**config.mk**
```make
export PLATFORM = sky130hd
export DESIGN_NAME = morse_keyer_flat
export DESIGN_NICKNAME = d
export VERILOG_FILES = /design/src/rtl/morse_pkg.sv /design/src/rtl/morse_if.sv /design/src/rtl/morse_fifo.sv /design/src/rtl/morse_keyer.sv /design/src/flat_wrapper.sv
export SDC_FILE = /design/constraint.sdc
export NUM_CORES = 1
export LEC_CHECK = 0
export CAP_MARGIN = 40
export CORE_MARGIN = 5
export CORE_UTILIZATION = 58
export DETAILED_ROUTE_END_ITERATION = 8
export PLACE_DENSITY_LB_ADDON = 0.3
export SYNTH_ARGS = -nofsm -noshare
export SYNTH_HDL_FRONTEND = slang
export SYNTH_SLANG_ARGS = --single-unit
```
**constraint.sdc**
```tcl
create_clock -name clk -period 2.9 [get_ports clk]
set_input_delay 0.29 -clock clk [delete_from_list [all_inputs] [get_ports clk]]
set_output_delay 0.29 -clock clk [all_outputs]
set_load 0.03 [all_outputs]
```
**src/rtl/morse_pkg.sv**
```systemverilog
// Shared types, default timing and the digit-to-Morse code table for the keyer.
package morse_pkg;

    typedef enum logic [2:0] {StIdle, StLoad, StMark, StSpace, StCgap} state_e;

    localparam int unsigned DefUnitCycles   = 4;
    localparam int unsigned DefFifoDepth    = 4;
    localparam int unsigned DefDashUnits    = 3;
    localparam int unsigned DefCharGapUnits = 3;
    localparam int unsigned NumSymbols      = 5;

    // bit0 is sent first; 1 = dot, 0 = dash
    function automatic logic [4:0] digit_code(input logic [3:0] d);
        logic [4:0] c;
        c = '0;
        for (int i = 0; i < NumSymbols; i++) begin
            if (d <= 4'd5) c[i] = (i < int'(d));
            else           c[i] = (i >= int'(d) - 5);
        end
        return c;
    endfunction

endpackage

```
**src/rtl/morse_if.sv**
```systemverilog
// Digit push handshake plus keying outputs of the Morse keyer.
interface morse_if;
    import morse_pkg::*;

    logic [3:0] num;
    logic       ready;
    logic       in_ready;
    logic       err;
    logic       abort;
    logic       key;
    logic [4:0] morse;
    logic       busy;

    modport master (output num, ready, abort, input in_ready, err, key, morse, busy);
    modport slave  (input num, ready, abort, output in_ready, err, key, morse, busy);

endinterface

```
**src/rtl/morse_fifo.sv**
```systemverilog
// Power-of-two circular queue with synchronous flush and full/empty flags.
module morse_fifo
    import morse_pkg::*;
#(
    parameter int unsigned DEPTH = DefFifoDepth,
    parameter int unsigned WIDTH = 4
) (
    input  logic             clk,
    input  logic             reset,
    input  logic             flush,
    input  logic             push,
    input  logic [WIDTH-1:0] wdata,
    input  logic             pop,
    output logic [WIDTH-1:0] rdata,
    output logic             full,
    output logic             empty
);
    localparam int unsigned AW = $clog2(DEPTH);

    logic [WIDTH-1:0] mem [DEPTH];
    logic [AW-1:0]    wptr_q, rptr_q;
    logic [AW:0]      count_q;
    logic             do_push, do_pop;

    assign full    = (count_q == (AW+1)'(DEPTH));
    assign empty   = (count_q == '0);
    assign do_push = push && !full;
    assign do_pop  = pop && !empty;
    assign rdata   = mem[rptr_q];

    always_ff @(posedge clk or negedge reset) begin
        if (!reset) begin
            wptr_q  <= '0;
            rptr_q  <= '0;
            count_q <= '0;
        end else if (flush) begin
            wptr_q  <= '0;
            rptr_q  <= '0;
            count_q <= '0;
        end else begin
            if (do_push) wptr_q <= wptr_q + AW'(1);
            if (do_pop)  rptr_q <= rptr_q + AW'(1);
            case ({do_push, do_pop})
                2'b10:   count_q <= count_q + (AW+1)'(1);
                2'b01:   count_q <= count_q - (AW+1)'(1);
                default: count_q <= count_q;
            endcase
        end
    end

    always_ff @(posedge clk) begin
        if (do_push) mem[wptr_q] <= wdata;
    end

endmodule

```
**src/rtl/morse_keyer.sv**
```systemverilog
// Queues decimal digits and keys them out as 5-symbol Morse characters.
module morse_keyer
    import morse_pkg::*;
#(
    parameter int unsigned UNIT_CYCLES    = DefUnitCycles,
    parameter int unsigned FIFO_DEPTH     = DefFifoDepth,
    parameter int unsigned DASH_UNITS     = DefDashUnits,
    parameter int unsigned CHAR_GAP_UNITS = DefCharGapUnits
) (
    input logic    clk,
    input logic    reset,
    morse_if.slave bus
);
    localparam int unsigned DotLen  = UNIT_CYCLES;
    localparam int unsigned DashLen = DASH_UNITS * UNIT_CYCLES;
    localparam int unsigned GapLen  = CHAR_GAP_UNITS * UNIT_CYCLES;
    localparam int unsigned MaxLen  = (DashLen > GapLen) ?
                                      ((DashLen > DotLen) ? DashLen : DotLen) :
                                      ((GapLen > DotLen) ? GapLen : DotLen);
    localparam int unsigned CntW    = (MaxLen > 1) ? $clog2(MaxLen) : 1;

    typedef logic [CntW-1:0] cnt_t;
    localparam cnt_t DotLast  = cnt_t'(DotLen - 1);
    localparam cnt_t DashLast = cnt_t'(DashLen - 1);
    localparam cnt_t GapLast  = cnt_t'(GapLen - 1);

    state_e     state_q, state_d;
    cnt_t       cnt_q, cnt_d, last_cnt;
    logic [2:0] idx_q, idx_d;
    logic [4:0] morse_q, morse_d;
    logic       err_q, err_d;
    logic       full, empty, push, pop;
    logic [3:0] head;

    // A push coincident with abort is dropped along with the queue contents
    assign push  = bus.ready && !full && !bus.abort && (bus.num <= 4'd9);
    assign err_d = bus.ready && !full && !bus.abort && (bus.num > 4'd9);
    assign pop   = (state_q == StLoad);

    morse_fifo #(
        .DEPTH(FIFO_DEPTH),
        .WIDTH(4)
    ) u_fifo (
        .clk  (clk),
        .reset(reset),
        .flush(bus.abort),
        .push (push),
        .wdata(bus.num),
        .pop  (pop),
        .rdata(head),
        .full (full),
        .empty(empty)
    );

    always_ff @(posedge clk or negedge reset) begin
        if (!reset) begin
            state_q <= StIdle;
            cnt_q   <= '0;
            idx_q   <= '0;
            morse_q <= '0;
            err_q   <= 1'b0;
        end else begin
            state_q <= state_d;
            cnt_q   <= cnt_d;
            idx_q   <= idx_d;
            morse_q <= morse_d;
            err_q   <= err_d;
        end
    end

    always_comb begin
        case (state_q)
            StMark:  last_cnt = morse_q[idx_q] ? DotLast : DashLast;
            StCgap:  last_cnt = GapLast;
            default: last_cnt = DotLast;
        endcase
    end

    always_comb begin
        state_d = state_q;
        cnt_d   = cnt_q;
        idx_d   = idx_q;
        morse_d = morse_q;
        if (bus.abort) begin
            state_d = StIdle;
            cnt_d   = '0;
            idx_d   = '0;
        end else begin
            case (state_q)
                StIdle: if (!empty) state_d = StLoad;
                StLoad: begin
                    morse_d = digit_code(head);
                    idx_d   = '0;
                    cnt_d   = '0;
                    state_d = StMark;
                end
                StMark: begin
                    if (cnt_q == last_cnt) begin
                        cnt_d   = '0;
                        state_d = (idx_q == 3'(NumSymbols - 1)) ? StCgap : StSpace;
                    end else begin
                        cnt_d = cnt_q + cnt_t'(1);
                    end
                end
                StSpace: begin
                    if (cnt_q == last_cnt) begin
                        cnt_d   = '0;
                        idx_d   = idx_q + 3'd1;
                        state_d = StMark;
                    end else begin
                        cnt_d = cnt_q + cnt_t'(1);
                    end
                end
                StCgap: begin
                    if (cnt_q == last_cnt) begin
                        cnt_d   = '0;
                        state_d = StIdle;
                    end else begin
                        cnt_d = cnt_q + cnt_t'(1);
                    end
                end
                default: state_d = StIdle;
            endcase
        end
    end

    assign bus.key      = (state_q == StMark);
    assign bus.busy     = !empty || (state_q != StIdle);
    assign bus.in_ready = !full;
    assign bus.err      = err_q;
    assign bus.morse    = morse_q;

endmodule

```
**src/flat_wrapper.sv**
```systemverilog
// flat-port wrapper written by rule: the top's interface ports become plain ports
module morse_keyer_flat import morse_pkg::*;
#(
    parameter int unsigned UNIT_CYCLES    = DefUnitCycles,
    parameter int unsigned FIFO_DEPTH     = DefFifoDepth,
    parameter int unsigned DASH_UNITS     = DefDashUnits,
    parameter int unsigned CHAR_GAP_UNITS = DefCharGapUnits
)
  (clk, reset, bus_num, bus_ready, bus_abort, bus_in_ready, bus_err, bus_key, bus_morse, bus_busy);
  morse_if bus_i ();
  input logic clk;
  input logic reset;
  input wire logic [$bits(bus_i.num)-1:0] bus_num;
  input wire logic [$bits(bus_i.ready)-1:0] bus_ready;
  input wire logic [$bits(bus_i.abort)-1:0] bus_abort;
  output wire logic [$bits(bus_i.in_ready)-1:0] bus_in_ready;
  output wire logic [$bits(bus_i.err)-1:0] bus_err;
  output wire logic [$bits(bus_i.key)-1:0] bus_key;
  output wire logic [$bits(bus_i.morse)-1:0] bus_morse;
  output wire logic [$bits(bus_i.busy)-1:0] bus_busy;
  assign bus_i.num = bus_num;
  assign bus_i.ready = bus_ready;
  assign bus_i.abort = bus_abort;
  assign bus_in_ready = bus_i.in_ready;
  assign bus_err = bus_i.err;
  assign bus_key = bus_i.key;
  assign bus_morse = bus_i.morse;
  assign bus_busy = bus_i.busy;
  morse_keyer #(.UNIT_CYCLES(UNIT_CYCLES), .FIFO_DEPTH(FIFO_DEPTH), .DASH_UNITS(DASH_UNITS), .CHAR_GAP_UNITS(CHAR_GAP_UNITS)) u_core (.clk(clk), .reset(reset), .bus(bus_i));
endmodule
```
==> results.cfg, run 1 <==
[status]
outcome = finished clean

[worst_setup_path]
cp-start-kind = flop
cp.arrival_ps = 2710
critPathLaunch = u_core.u_fifo.rptr_q[0]
r2r-end = u_core.bus.morse[1]
worstPathMaxFanout = 7
crit_required_ps = 3080
crit_type = reg2reg
end_kind = flop
r2r_slack_ps = 370
reg2reg_from = u_core.u_fifo.rptr_q[0]
reg2regPathDepth = 6

[layout]
syn_to_final_growth_pct = 11.9
fill_cells = 326
nets = 250
multi_input_area_um2 = 1180
regArea_um2 = 1060
final_util_pct = 66.4
layout-drive-gt1-share_pct = 14.0
diodes = 0

[power_and_ir_drop]
p_per_area_nw_per_um2 = 536
finalPower_mw = 1.40
p_leak_nw = 1.02
peakVddDrop_mv = 0.394

[route]
drt-initial-drc-count = 153
drt_wl_total_mm = 4.20
vias = 1652
remaining_drc_errors = 0
avgRoutedWirePerCell_um = 15.1
firstDrtPassIters = 4
viasPerCell = 5.94
ant_nets = 0

[sta]
period_share_pct = 87.2
fmax_mhz = 395
slew_viol_final = 0
hold_slack_ps = 350
tns_ps = 0
hold_viol_final = 0
fin_crit_ps = 2530
rsz0062_at_grt = no
fin_skew_ps = 6.95
finalSetupViolCount = 0
worstMarginPinSlew_ps = 620
slew_headroom_pct = 58.4

[cts]
clock-sinks = 39
cts_made_buffers = 5
cts_setup_buffers = 0
cts_tree = done
root_buffer = clkbuf_8
clock_path_buffers = 2
clk_latency_ps = 290
clkSlewWorstSetupHoldPaths_ps = 90
htreeDepth = 2
cts_hold_buf = 0
cts-resized-gates = 0

[place]
place_hpwl_mm = 3.16
port_buffers = 16
gp_congestion = 0.793

[synth]
ys_async_sr_fraction_pct = 59.0
ys_types = 63
synth.avg_cell_area_um2 = 11.1
synth_edf_count = 16
synth-seq-cells = 39
yosysSeqAreaShare_pct = 45.1
syn_nets = 234
yosysWarnings = 0
synthCells = 211
ys.flop_type = dfrtp_1
syn_area_um2 = 2340

[min_path]
hp-class = in2async

[global_routing]
antenna_found_initial = 0
grt_start_max_net_pins = 24
grt_first_pass_wirelength_mm = 7.14
gr-total-overflow = 0
gr-usage-all-layers_pct = 16.8
grt_pass1_vias = 1558

[floorplan]
io_pins = 17
coreArea_um2 = 3940
die_area_um2 = 5410
die_h_um = 73.5
row_count = 23
start_util_pct = 59.4
chipWidth_um = 73.5

[run]
maxCapViolCount = 0
[layout by cell type, fill, tap and decap left out, types with 2 or more instances in the layout]
cell,count
a211oi_1,2
a21oi_1,5
a31oi_1,2
a32o_1,2
and2_1,5
buf_4,3
clkbuf_8,5
clkdlybuf4s50_1,16
clkinvlp_4,2
dfrtp_1,23
edfxtp_1,16
ha_1,14
inv_1,10
mux2i_1,7
mux4_2,4
nand2_1,11
nand2b_1,5
nand3_1,7
nand3b_1,2
nand4_1,2
nor2_1,17
nor2_2,2
nor2b_1,2
nor3_1,5
nor3b_1,2
o211ai_1,4
o21ai_0,6
o21ai_1,2
o22ai_1,3
o31ai_1,2
or3_1,3
xnor2_1,5
[final cells by class]
class,instances,area share (%)
clock buffer,5,2.63
clock inverter,3,0.908
inverter,11,1.58
multi-input combinational,151,45.2
sequential,39,40.3
tap,50,2.39
timing repair buffer,19,6.98
[cell families (layout without fill, tap and decap cells)]
group / after synthesis / count (layout) / share of synthesized area [%]
AND/OR/NAND/NOR: 77 / 77 / 19.0
AO/OA/AOI/OAI: 40 / 40 / 12.7
buffers and inverters: 21 / 38 / 4.33
flip-flops: 39 / 39 / 45.1
multiplexers: 13 / 13 / 7.91
adder cells (fa/ha/maj): 15 / 15 / 8.34
XOR/XNOR: 6 / 6 / 2.57
[where the power goes]
| part | switching (mW) | leakage [nW] | internal [mW] |
|---|---|---|---|
| clock | 0.206 | 0.0408 | 0.172 |
| combinational | 0.202 | 0.526 | 0.154 |
| sequential | 0.0474 | 0.455 | 0.624 |
| total | 0.455 | 1.02 | 0.949 |
[cell usage after synthesis, drive strengths merged (2+ instances only)]
master	number	area (um2)
dfrtp	23	576
nor2	20	87.6
edfxtp	16	480
ha	14	175
inv	11	41.3
nand2	11	41.3
mux2i	8	83.8
o21ai	8	40.0
nand3	7	35.0
buf	6	45.0
xnor2	6	60.1
a21oi	5	25.0
and2	5	31.3
nand2b	5	31.3
nor3	5	25.0
clkbuf	4	15.0
mux4	4	90.1
o211ai	4	30.0
o22ai	3	18.8
or2	3	21.3
or3	3	18.8
a211oi	2	15.0
a31o	2	17.5
a31oi	2	12.5
a32o	2	20.0
nand3b	2	15.0
nand4	2	12.5
nor2b	2	12.5
nor3b	2	15.0
nor4	2	27.5
o31ai	2	15.0
[flip-flops by register name, indices dropped and copies added, names as in the netlist, 2 cells and up]
register / count
u_core.u_fifo.mem: 16
u_core.bus.morse: 5
u_core.cnt_q: 4
u_core.idx_q: 3
u_core.state_q: 3
u_core.u_fifo.count_q: 3
u_core.u_fifo.rptr_q: 2
u_core.u_fifo.wptr_q: 2
[how the worst max path moves through the flow]
stage,end,cells past startpoint
after floorplan,u_core.bus.morse[1],7
after global placement,u_core.bus.morse[1],6
after detailed placement,u_core.bus.morse[1],6
after CTS,u_core.bus.morse[1],6
after global routing,u_core.bus.morse[1],6
final,u_core.bus.morse[1],6
[layer usage]
layer  vias to the layer above  part of all wire [%]  track usage, %
met2                        39                    49            27.9
met5                         -                     0               0
met4                         0                  0.52            3.42
li1                        811                     -               -
met3                         4                   4.0            4.51
met1                       798                    46            22.3
[critical path, stage by stage (launching register included)]
cell	delay, ps
dfrtp_1	490
mux4_2	640
inv_1	170
ha_1	260
or3_1	310
a31o_1	230
o32a_1	320
[stage by stage]
step                area [um2]  cells  setup slack [ps]
global route              2620    278               238
finish                    2620    278               371
floorplan                 2340    211               559
detailed placement        2530    270               358
CTS                       2620    278               346
global placement          2530    270               448
No activity file was read; power rests on OpenSTA's default activity.
==> run 2, diff against run 1 <==
- CTS_CLUSTER_SIZE: default -> 16
==> results of run 2 <==
No change in the layout: final DEF, timing and power equal those of run 1.
